**src/rtl/led_sequencer.sv**
```systemverilog
// rtl/led_sequencer.sv - front-panel LED driver: rate bar, heartbeat, cylon sweep, modes, PWM
// Rate is gated per window, turned into a thermometer bar by a serial divider, then muxed per display mode.
module led_sequencer #(
  parameter int N_LEDS        = 16,
  parameter int BAR_WIDTH     = 12,
  parameter int BAR_STEP      = 20000,
  parameter int WINDOW_CYCLES = 40000000,
  parameter int INC_WIDTH     = 8,
  parameter int BLINK_BITS    = 20,
  parameter int CYLON_BITS    = 21,
  parameter int PWM_BITS      = 4,
  parameter int IDLE_WINDOWS  = 0
) (
  input  logic                          clock,
  input  logic                          reset,
  input  logic                          mmcm_locked,
  input  logic [1:0]                    mode_i,
  input  logic [PWM_BITS-1:0]           brightness_i,
  input  logic [INC_WIDTH-1:0]          increment_i,
  input  logic [N_LEDS-BAR_WIDTH-2:0]   status_i,
  output logic [31:0]                   rate_o,
  output logic [N_LEDS-1:0]             led_o
);

  localparam int WIN_W  = $clog2(WINDOW_CYCLES);
  localparam int N_W    = $clog2(BAR_WIDTH + 1);
  localparam int IDX_W  = (BAR_WIDTH > 1) ? $clog2(BAR_WIDTH) : 1;
  localparam int IDLE_W = (IDLE_WINDOWS > 0) ? $clog2(IDLE_WINDOWS + 1) : 1;
  localparam logic [WIN_W-1:0] WIN_LAST = WIN_W'(WINDOW_CYCLES - 1);
  localparam logic [IDX_W-1:0] IDX_LAST = IDX_W'(BAR_WIDTH - 1);

  typedef enum logic {IDLE, DIV} div_state_t;
  typedef enum logic [1:0] {LOCKWAIT, LOGIC, CYLON, OFF} disp_state_t;

  logic [WIN_W-1:0]      win_q, win_d;
  logic [31:0]           acc_q, acc_d;
  logic [31:0]           rate_q, rate_d;
  div_state_t            div_state_q, div_state_d;
  logic [31:0]           rem_q, rem_d;
  logic [N_W-1:0]        n_q, n_d;
  logic [BAR_WIDTH-1:0]  bar_q, bar_d;
  logic [BLINK_BITS-1:0] blink_q, blink_d;
  logic                  hb_q, hb_d;
  logic [CYLON_BITS-1:0] cyl_cnt_q, cyl_cnt_d;
  logic [IDX_W-1:0]      idx_q, idx_d;
  logic                  dir_up_q, dir_up_d;
  logic [PWM_BITS-1:0]   pwm_q, pwm_d;
  logic                  active_q, active_d;
  logic [IDLE_W-1:0]     idle_q, idle_d;
  disp_state_t           disp_q, disp_d;
  logic [N_LEDS-1:0]     led_q, led_d;

  logic [32:0]           sum_wide;
  logic [31:0]           sum_sat;
  logic                  win_close;
  logic [BAR_WIDTH-1:0]  cyl_pos;
  logic                  pwm_on;
  disp_state_t           mode_sel;
  logic [N_LEDS-1:0]     src;

  assign sum_wide  = {1'b0, acc_q} + {{(33-INC_WIDTH){1'b0}}, increment_i};
  assign sum_sat   = sum_wide[32] ? '1 : sum_wide[31:0];
  assign win_close = (win_q == WIN_LAST);
  assign pwm_on    = (&brightness_i) | (pwm_q < brightness_i);

  always_comb begin
    win_d  = win_q + 1'b1;
    acc_d  = sum_sat;
    rate_d = rate_q;
    if (win_close) begin
      win_d  = '0;
      acc_d  = '0;
      rate_d = sum_sat;
    end
  end

  // Divider restarts on every window close, so a stale division never publishes a bar.
  always_comb begin
    div_state_d = div_state_q;
    rem_d       = rem_q;
    n_d         = n_q;
    bar_d       = bar_q;
    if (win_close) begin
      rem_d       = sum_sat;
      n_d         = '0;
      div_state_d = DIV;
    end else if (div_state_q == DIV) begin
      if (rem_q >= 32'(BAR_STEP) && n_q < N_W'(BAR_WIDTH)) begin
        rem_d = rem_q - 32'(BAR_STEP);
        n_d   = n_q + 1'b1;
      end else begin
        for (int i = 0; i < BAR_WIDTH; i++) bar_d[i] = (i < int'(n_q));
        div_state_d = IDLE;
      end
    end
  end

  always_comb begin
    blink_d   = blink_q + 1'b1;
    hb_d      = (blink_q == '0) ? ~hb_q : hb_q;
    cyl_cnt_d = cyl_cnt_q + 1'b1;
    pwm_d     = pwm_q + 1'b1;
    idx_d     = idx_q;
    dir_up_d  = dir_up_q;
    if (cyl_cnt_q == '1) begin
      if (dir_up_q) begin
        if (idx_q == IDX_LAST) begin
          idx_d    = idx_q - 1'b1;
          dir_up_d = 1'b0;
        end else begin
          idx_d = idx_q + 1'b1;
        end
      end else begin
        if (idx_q == '0) begin
          idx_d    = idx_q + 1'b1;
          dir_up_d = 1'b1;
        end else begin
          idx_d = idx_q - 1'b1;
        end
      end
    end
    cyl_pos = '0;
    for (int i = 0; i < BAR_WIDTH; i++) cyl_pos[i] = (i == int'(idx_q));
  end

  // A new increment wins over an idle clear; the two cannot coincide in practice anyway.
  always_comb begin
    active_d = active_q;
    idle_d   = idle_q;
    if (IDLE_WINDOWS > 0 && win_close) begin
      if (sum_sat == '0) begin
        if (idle_q == IDLE_W'(IDLE_WINDOWS - 1)) begin
          active_d = 1'b0;
          idle_d   = '0;
        end else begin
          idle_d = idle_q + 1'b1;
        end
      end else begin
        idle_d = '0;
      end
    end
    if (increment_i != '0) active_d = 1'b1;
  end

  always_comb begin
    unique case (mode_i)
      2'd1:    mode_sel = LOGIC;
      2'd2:    mode_sel = CYLON;
      2'd3:    mode_sel = OFF;
      default: mode_sel = active_q ? CYLON : LOGIC;
    endcase
    disp_d = disp_q;
    if (!mmcm_locked) begin
      disp_d = LOCKWAIT;
    end else begin
      unique case (disp_q)
        LOCKWAIT: disp_d = mode_sel;
        default:  disp_d = mode_sel;
      endcase
    end

    // LEDs follow the next state so mode and lock changes show one cycle later.
    src = '0;
    src[N_LEDS-1:BAR_WIDTH+1] = status_i;
    src[BAR_WIDTH]            = hb_q;
    src[BAR_WIDTH-1:0]        = (disp_d == CYLON) ? cyl_pos : bar_q;
    unique case (disp_d)
      LOCKWAIT: led_d = {N_LEDS{hb_q}};
      OFF:      led_d = '0;
      default:  led_d = pwm_on ? src : '0;
    endcase
  end

  always_ff @(posedge clock) begin
    if (reset) begin
      win_q       <= '0;
      acc_q       <= '0;
      rate_q      <= '0;
      div_state_q <= IDLE;
      rem_q       <= '0;
      n_q         <= '0;
      bar_q       <= '0;
      blink_q     <= '0;
      hb_q        <= 1'b0;
      cyl_cnt_q   <= '0;
      idx_q       <= '0;
      dir_up_q    <= 1'b1;
      pwm_q       <= '0;
      active_q    <= 1'b0;
      idle_q      <= '0;
      disp_q      <= LOCKWAIT;
      led_q       <= '0;
    end else begin
      win_q       <= win_d;
      acc_q       <= acc_d;
      rate_q      <= rate_d;
      div_state_q <= div_state_d;
      rem_q       <= rem_d;
      n_q         <= n_d;
      bar_q       <= bar_d;
      blink_q     <= blink_d;
      hb_q        <= hb_d;
      cyl_cnt_q   <= cyl_cnt_d;
      idx_q       <= idx_d;
      dir_up_q    <= dir_up_d;
      pwm_q       <= pwm_d;
      active_q    <= active_d;
      idle_q      <= idle_d;
      disp_q      <= disp_d;
      led_q       <= led_d;
    end
  end

  assign rate_o = rate_q;
  assign led_o  = led_q;

endmodule

```
**config.mk**
```make
export PLATFORM = sky130hd
export DESIGN_NAME = led_sequencer
export DESIGN_NICKNAME = d
export VERILOG_FILES = /design/src/rtl/led_sequencer.sv
export SDC_FILE = /design/constraint.sdc
export NUM_CORES = 1
export LEC_CHECK = 0
export ABC_AREA = 1
export CAP_MARGIN = 20
export CORE_MARGIN = 2
export CORE_UTILIZATION = 64
export CTS_CLUSTER_SIZE = 24
export DETAILED_ROUTE_END_ITERATION = 10
export GPL_ROUTABILITY_DRIVEN = 0
export GPL_TIMING_DRIVEN = 0
export PLACE_DENSITY_LB_ADDON = 0.3
export SLEW_MARGIN = 20
export SYNTH_ARGS = -nofsm -noshare
export SYNTH_HDL_FRONTEND = slang
export SYNTH_SLANG_ARGS = --single-unit
```
**constraint.sdc**
```tcl
create_clock -name clock -period 6.14 [get_ports clock]
set_input_delay 0.921 -clock clock [delete_from_list [all_inputs] [get_ports clock]]
set_output_delay 0.921 -clock clock [all_outputs]
set_load 0.005 [all_outputs]
```
==> key figures, run 1 <==
Outcome
  • Run status: finished, final reports clean

Cells and area
  • Storage element area: 0.00404 sq mm
  • Multi-input gate area: 0.00538 sq mm
  • Diode insertion count for antenna repair: 0
  • Net count of the finished layout: 1664
  • Post-synthesis to final-layout area growth: 15.7%
  • Filler cell count: 1289
  • Proportion of layout cells with a drive suffix above 1: 5.57%

Worst setup path
  • Origin of the critical flop-to-flop path: acc_q[0]
  • Cells along the critical path: clkdlybuf4s50_1 > ha_1 > fa_1 > nand3_1 > nand3_1 > nand2_1 > nand3_1 > nand3_1 > buf_2 > buf_2 > a31oi_1
  • Register-to-Register Path Depth: 10
  • Dominant cell type by count on the critical path: sky130_fd_sc_hd__nand3_1
  • Gate family responsible for the most delay along the worst path: buffers and inverters
  • FF-to-FF End: acc_q[31]
  • Slowest library cell on the worst path: sky130_fd_sc_hd__clkdlybuf4s50_1
  • Worst stage delay on the critical path: 0.44 ns
  • Worst EP arrival: 3.51 ns
  • Slack of the worst reg-to-reg path: 3.57 ns
  • Buffer and inverter count on the worst path: 3
  • Critical setup path kind: input port to flop
  • Crit path capture type: flop
  • Maximum net fanout on the critical path: 10
  • Category of the worst setup path launch point: input port
  • Data required time of the critical path: 6.49 ns

Power
  • Ratio of total power to cell area: 245 mW/mm^2
  • Worst voltage drop across the vdd grid: 0.230 mV
  • Switching component of the power: 755 uW
  • Fraction of power consumed by sequential logic: 46.7%
  • Share of power burned in the clock network: 42.8%
  • Logic gate share of total power: 10.6%
  • Design Power: 2.93 mW
  • Static leakage: 5.23 nW
  • Sw Share: 25.8%
  • Internal power: 2.17 mW

Die
  • Number of rows in the core area: 46
  • Die area: 0.0172 sq mm
  • Area of the placeable core: 0.0158 sq mm
  • Chip Height: 131 microns
  • Initial cell density of the core: 65.4%
  • Number of primary I/O pins: 68
  • Die width: 131 microns

Global route
  • Largest net degree at the start of global routing: 15
  • GRT Total Usage: 31.0%
  • Overall overflow remaining after global route: 0
  • Number of global-route vias before repair: 9640
  • Number of antenna violations at the first check in global routing: 0
  • Wire length of the first global-routing pass: 44.9 mm

Timing
  • Max-slew violation total from the final report: 0
  • Ratio of final minimum period to clock period: 51.5%
  • Worst path setup slack after routing: 2.98 ns
  • Final worst path period need: 3.16 ns
  • Final setup violation count: 0
  • Final hold violation count: 0
  • Worst rel slew slack: 45.5%
  • Worst Max-Slew Pin Slew: 0.817 ns
  • Worst Skew: 0.00597 ns
  • RSZ-0062 raised after global routing: false
  • Highest clock rate: 316 MHz
  • Final TNS setup: 0 ns

Logic synthesis
  • Top_reg_cell synth: sky130_fd_sc_hd__dfxtp_1
  • Seq cells post-synth: 202
  • Area contributors post-synth: sky130_fd_sc_hd__dfxtp_1 (39%), sky130_fd_sc_hd__nand2_1 (15%), sky130_fd_sc_hd__inv_1 (6.8%)
  • Synthesized netlist cell count: 1526
  • Top-count cell post-synth: sky130_fd_sc_hd__nand2_1
  • Mean Syn Cell Area: 6.78 sq um
  • Mapped cell area: 0.0103 sq mm
  • Number of library cell types mapped by synthesis: 50
  • Post-synthesis net count: 1573
  • Top cell type's share of synthesized area: 39.1%
  • Number of synthesized flops with an enable pin: 0
  • Cell type with the highest aggregate area in the netlist: sky130_fd_sc_hd__dfxtp_1
  • Sequential area share after synthesis: 39.1%
  • Async SR Flop Fraction: 0%
  • YS warnings: 0
  • Most frequent cells after synthesis: sky130_fd_sc_hd__nand2_1 (407), sky130_fd_sc_hd__dfxtp_1 (202), sky130_fd_sc_hd__inv_1 (187)

CTS
  • Clock sink total: 202
  • H-tree levels: 1
  • Number of setup buffers added after CTS: 0
  • CTS hold repair buffers: 0
  • Clock Tree Buf Depth: 3
  • Number of gates given a new drive strength after cts: 0
  • Clock-pin transition on the worst setup and hold timing paths: 0.06 ns
  • Root Driver: sky130_fd_sc_hd__clkbuf_16
  • Clock insertion delay at the later pin of the skew report: 0.51 ns
  • CTS tree: yes
  • Inserted Clock Buffers: 22

Min path
  • Hold Path End: rate_o[23]
  • Hold Path Stages: 2
  • Hold Path Origin: rate_o[23]
  • Tightest Hold Check Type: flop to flop

Routing
  • Initial DRT Pass Iterations: 6
  • Via count: 10300
  • DRC marker count from the first detailed-route iteration: 845
  • Routed length per placed instance: 14.5 microns
  • Remaining antenna violation count after routing: 0
  • Drt total wl: 26.8 mm
  • Routed vias/inst: 5.56
  • Post-route DRC violation count: 0

Placement
  • Pre-CTS worst setup slack: 2.54 ns
  • Total of buffers placed on input and output ports: 67
  • Detailed placer's ending HPWL: 19.6 mm

Run
  • Max-cap violations: 0
[worst max path at each step]
| stage | depth (start not counted) | slack [ns] | to | start |
|---|---|---|---|---|
| after floorplan | 10 | 3.45 | acc_q[31] | increment_i[0] |
| after global placement | 11 | 2.56 | acc_q[7] | increment_i[0] |
| after detailed placement | 11 | 2.54 | acc_q[31] | increment_i[0] |
| after CTS | 11 | 3.01 | acc_q[31] | increment_i[0] |
| after global routing | 14 | 2.78 | rem_q[7] | increment_i[0] |
| final | 11 | 2.98 | acc_q[31] | increment_i[0] |
[per-stage QoR]
step / utilization (%) / hold WS [ns] / cell area (sq um) / instances
floorplan: - / 0.418 / 10300 / 1526
global placement: 71.3 / 0.434 / 11300 / 1809
detailed placement: 71.3 / 0.442 / 11300 / 1809
CTS: 75.7 / 0.454 / 12000 / 1849
global route: 75.7 / 0.473 / 12000 / 1849
finish: 75.7 / 0.452 / 12000 / 1849
[area by class of cell]
cell class / instances / share of cell area, %
buffer: 37 / 1.39
clock buffer: 32 / 5.25
clock inverter: 8 / 0.502
inverter: 202 / 6.33
multi-input combinational: 1085 / 44.9
sequential: 202 / 33.8
tap: 216 / 2.26
timing repair buffer: 67 / 5.60
[kinds of logic after synthesis]
| family | share of synthesized area (%) |
|---|---|
| fa+ha+maj | 3.34 |
| xor+xnor | 2.88 |
| compound gates | 10.6 |
| flops | 39.1 |
| buf+inv | 8.94 |
| simple gates | 35.1 |
[tightest hold or removal path: cells and delay by family (launching register included)]
family	cells	cell delay [ns]
simple gates	2	0.10
flops	1	0.31
[registers in the layout, indices dropped and copies added (netlist names)]
name         count
idx_q            4
blink_q         20
dir_up_q         1
div_state_q      1
bar_q           12
led_o           16
active_q         1
pwm_q            4
win_q           26
hb_q             1
rate_o          32
rem_q           27
acc_q           32
cyl_cnt_q       21
n_q              4
[cells in the final DEF (no fill, tap or decap), types with 5 or more instances in the layout]
master and instances:
sky130_fd_sc_hd__nand3_1 108, sky130_fd_sc_hd__or2_2 6, sky130_fd_sc_hd__o21ai_0 75, sky130_fd_sc_hd__nor3b_1 13, sky130_fd_sc_hd__nor3_1 44, sky130_fd_sc_hd__clkdlybuf4s50_1 67
sky130_fd_sc_hd__nand2_1 407, sky130_fd_sc_hd__nand3b_1 8, sky130_fd_sc_hd__xnor2_1 12, sky130_fd_sc_hd__inv_1 187, sky130_fd_sc_hd__ha_1 26, sky130_fd_sc_hd__clkbuf_16 22
sky130_fd_sc_hd__clkbuf_1 27, sky130_fd_sc_hd__buf_2 13, sky130_fd_sc_hd__o21ai_1 13, sky130_fd_sc_hd__dfxtp_1 202, sky130_fd_sc_hd__a31oi_1 8, sky130_fd_sc_hd__nor2_2 5
sky130_fd_sc_hd__nand4_1 35, sky130_fd_sc_hd__nor4_1 10, sky130_fd_sc_hd__xor2_1 22, sky130_fd_sc_hd__nor2_1 156, sky130_fd_sc_hd__inv_2 13, sky130_fd_sc_hd__a21oi_1 92
[metal layers]
| layer | track usage [%] | wire length, microns |
|---|---|---|
| met5 | 0 | 0 |
| met4 | 12.7 | 825 |
| met3 | 4.90 | 2180 |
| met2 | 53.5 | 12600 |
| met1 | 38.7 | 11100 |
[power groups by stage]
stage               Sequential (mW)  Combinational (mW)  Clock [mW]
global placement               1.39               0.295           0
CTS                            1.37               0.306        1.26
detailed placement             1.40               0.301           0
global route                   1.37               0.353        1.32
floorplan                      1.39               0.212           0
finish                         1.37               0.309        1.25
Power figures use the tool's default switching activity.
==> inputs of run 2 (changes only) <==
--- a/config.mk
+++ b/config.mk
@@ -8,7 +8,7 @@
 export ABC_AREA = 1
 export CAP_MARGIN = 20
 export CORE_MARGIN = 2
-export CORE_UTILIZATION = 64
+export CORE_UTILIZATION = 60
 export CTS_CLUSTER_SIZE = 24
 export DETAILED_ROUTE_END_ITERATION = 10
 export GPL_ROUTABILITY_DRIVEN = 0
==> constraint.sdc (replaced) <==
create_clock -name clock -period 3.09 [get_ports clock]
set_input_delay 0.4635 -clock clock [delete_from_list [all_inputs] [get_ports clock]]
set_output_delay 0.4635 -clock clock [all_outputs]
set_load 0.005 [all_outputs]
==> key figures, run 2 (same netlist as run 1, synthesis figures left out) <==
Outcome
  • Run status: finished, final reports clean

CTS
  • CTS hold repair buffers: 0 (unchanged)
  • Number of gates given a new drive strength after cts: 0 (unchanged)
  • Clock sink total: 202 (unchanged)
  • H-tree levels: 1 (unchanged)
  • Inserted Clock Buffers: 21 (-4.5%)
  • Root Driver: sky130_fd_sc_hd__clkbuf_16
  • Number of setup buffers added after CTS: 0 (unchanged)
  • Clock Tree Buf Depth: 3 (unchanged)
  • CTS tree: yes
  • Clock-pin transition on the worst setup and hold timing paths: 0.06 ns (about the same)
  • Clock insertion delay at the later pin of the skew report: 0.50 ns (about the same)

Global route
  • Number of global-route vias before repair: 9344 (-3.1%)
  • Wire length of the first global-routing pass: 43.3 mm (-3.5%)
  • Met1 Resource Use GR: 37.0% (-1.7 points)
  • Largest net degree at the start of global routing: 15 (unchanged)
  • Grt met3 use: 4.04% (-0.86 points)
  • Most congested layer reported by global routing: met2
  • Number of antenna violations at the first check in global routing: 0 (unchanged)
  • GRT Total Usage: 28.8% (-2.2 points)
  • Global-route met2 utilization: 50.5% (-3.1 points)
  • Overall overflow remaining after global route: 0 (unchanged)

Timing
  • Final TNS setup: 0 ns (unchanged)
  • Final setup violation count: 0 (unchanged)
  • Worst Max-Slew Pin Slew: 0.891 ns (+0.0741 ns)
  • Max-slew violation total from the final report: 0 (unchanged)
  • Final hold violation count: 0 (unchanged)
  • Worst rel slew slack: 40.6% (-4.9 points)
  • Ratio of final minimum period to clock period: 88.9%
  • Final worst path period need: 2.75 ns
  • Highest clock rate: 364 MHz
  • RSZ-0062 raised after global routing: false
  • Worst Skew: 0.00845 ns (+0.00248 ns)
  • Worst hold slack across all endpoints: 0.454 ns (+0.00182 ns)

Cells and area
  • Number of cells in the finished layout apart from fillers: 1854 (+0.27%)
  • Multi-input gate area: 0.00538 sq mm (unchanged)
  • Storage element area: 0.00404 sq mm (unchanged)
  • Post-synthesis to final-layout area growth: 15.5%
  • Diode insertion count for antenna repair: 0 (unchanged)
  • Net count of the finished layout: 1663 (-0.060%)
  • Final design area excluding fillers: 0.0119 sq mm (-0.23%)
  • Most frequent cells in the layout: sky130_fd_sc_hd__nand2_1 (407), sky130_fd_sc_hd__dfxtp_1 (202), sky130_fd_sc_hd__inv_1 (187)
  • Proportion of layout cells with a drive suffix above 1: 5.40% (-0.17 points)
  • Filler cell count: 1450 (+12%)
  • Most common cell after layout, fill and taps aside: sky130_fd_sc_hd__nand2_1

Worst setup path
  • Register-to-Register Path Depth: 10 (unchanged)
  • Critical path capture point: acc_q[7]
  • Maximum net fanout on the critical path: 10 (unchanged)
  • Slack of the worst reg-to-reg path: 0.49 ns (-3.08 ns)
  • Critical setup path kind: input port to flop
  • Worst setup path startpoint: increment_i[0]
  • Category of the worst setup path launch point: input port
  • Data required time of the critical path: 3.42 ns (-3.07 ns)
  • Crit path capture type: flop
  • Origin of the critical flop-to-flop path: acc_q[0]
  • FF-to-FF End: acc_q[7]
  • Worst EP arrival: 3.08 ns (-0.43 ns)

Placement
  • Detailed placer's ending HPWL: 19.9 mm (+1.6%)
  • Number of placed instances, taps included: 1818 (+0.50%)
  • Cell area after placement: 0.0113 sq mm (about the same)
  • Total of buffers placed on input and output ports: 67 (unchanged)

Power
  • Logic gate share of total power: 10.7% (about the same)
  • Design Power: 5.77 mW (+97%)
  • Internal power: 4.31 mW (+98%)
  • Ratio of total power to cell area: 483 mW/mm^2 (+97%)
  • Static leakage: 5.22 nW (-0.18%)
  • Fraction of power consumed by sequential logic: 47.1% (+0.4 points)
  • Worst voltage drop across the vdd grid: 0.460 mV (+100%)
  • Sw Share: 25.3% (-0.45 points)
  • Switching component of the power: 1.46 mW (+93%)
  • Share of power burned in the clock network: 42.2% (-0.6 points)

Die
  • Number of rows in the core area: 48 (+4.3%)
  • Chip Height: 135 microns (+3.2%)
  • Number of primary I/O pins: 68 (unchanged)
  • Die area: 0.0183 sq mm (+6.5%)
  • Die width: 135 microns (+3.2%)
  • Initial cell density of the core: 60.7% (-4.7 points)
  • Area of the placeable core: 0.0171 sq mm (+7.8%)

Routing
  • Remaining antenna violation count after routing: 0 (unchanged)
  • Via count: 10200 (-0.28%)
  • Routed length per placed instance: 14.4 microns (-0.68%)
  • DRC marker count from the first detailed-route iteration: 694 (-18%)
  • Drt total wl: 26.6 mm (-0.41%)
  • Routed vias/inst: 5.53 (-0.55%)
  • Post-route DRC violation count: 0 (unchanged)
  • Initial DRT Pass Iterations: 5 (-1)

Run
  • Max-cap violations: 0 (unchanged)

Min path
  • Tightest Hold Check Type: flop to flop
  • Hold Path Stages: 2 (unchanged)
## run 2: changes by cell type in the layout (fill, tap and decap cells not counted), sizes merged
cell | previous run | this run
bufinv | 0 | 1
clkbuf | 53 | 50
clkinv | 8 | 7
clkinvlp | 2 | 0
inv | 200 | 201
## run 2: power by group through the flow
stage | logic, mW | registers [mW] | clock network, mW
final | 0.619 | 2.72 | 2.43
after global routing | 0.696 | 2.72 | 2.56
after CTS | 0.609 | 2.72 | 2.46
after detailed placement | 0.598 | 2.77 | 0
after global placement | 0.581 | 2.77 | 0
after floorplan | 0.421 | 2.76 | 0
## run 2: stage by stage
step                util [%]  setup slack [ns]
detailed placement      66.2           -0.0790
finish                  70.0             0.344
global placement        66.2           -0.0199
floorplan                  -             0.858
CTS                     70.0             0.417
global route            70.0             0.157
## run 2: worst min path at each step
stage / from / to
6_report: rate_o[23] / rate_o[23]
5_1_grt: rate_o[2] / rate_o[2]
4_1_cts: rate_o[28] / rate_o[28]
3_5_place_dp: rate_o[28] / rate_o[28]
3_3_place_gp: cyl_cnt_q[0] / cyl_cnt_q[0]
2_1_floorplan: cyl_cnt_q[0] / cyl_cnt_q[0]
## run 2: final cells by class
cell class,instances,share of cell area (%)
repair buffers,67,5.61
clock buffers,29,4.90
plain buffers,37,1.39
well taps,225,2.36
multi-input cells,1085,45.0
clock inverters,7,0.534
inverters,202,6.35
flip-flops and latches,202,33.8
## run 2: worst max-delay path: stages
cell and delay [ns]:
sky130_fd_sc_hd__clkdlybuf4s50_1 0.44, sky130_fd_sc_hd__ha_1 0.27, sky130_fd_sc_hd__fa_1 0.45, sky130_fd_sc_hd__nand3_1 0.13, sky130_fd_sc_hd__nand3_1 0.16, sky130_fd_sc_hd__nand2_1 0.10, sky130_fd_sc_hd__nand3_1 0.15, sky130_fd_sc_hd__nand3_1 0.21
sky130_fd_sc_hd__buf_2 0.28, sky130_fd_sc_hd__buf_2 0.30, sky130_fd_sc_hd__a31oi_1 0.13
## run 2: metal layers
layer	share of wire [%]	wire, microns	vias up
met5	0	0	-
met4	2.7	731	0
met3	8.2	2180	63
met2	47	12600	398
met1	42	11100	4660
li1	-	-	5127
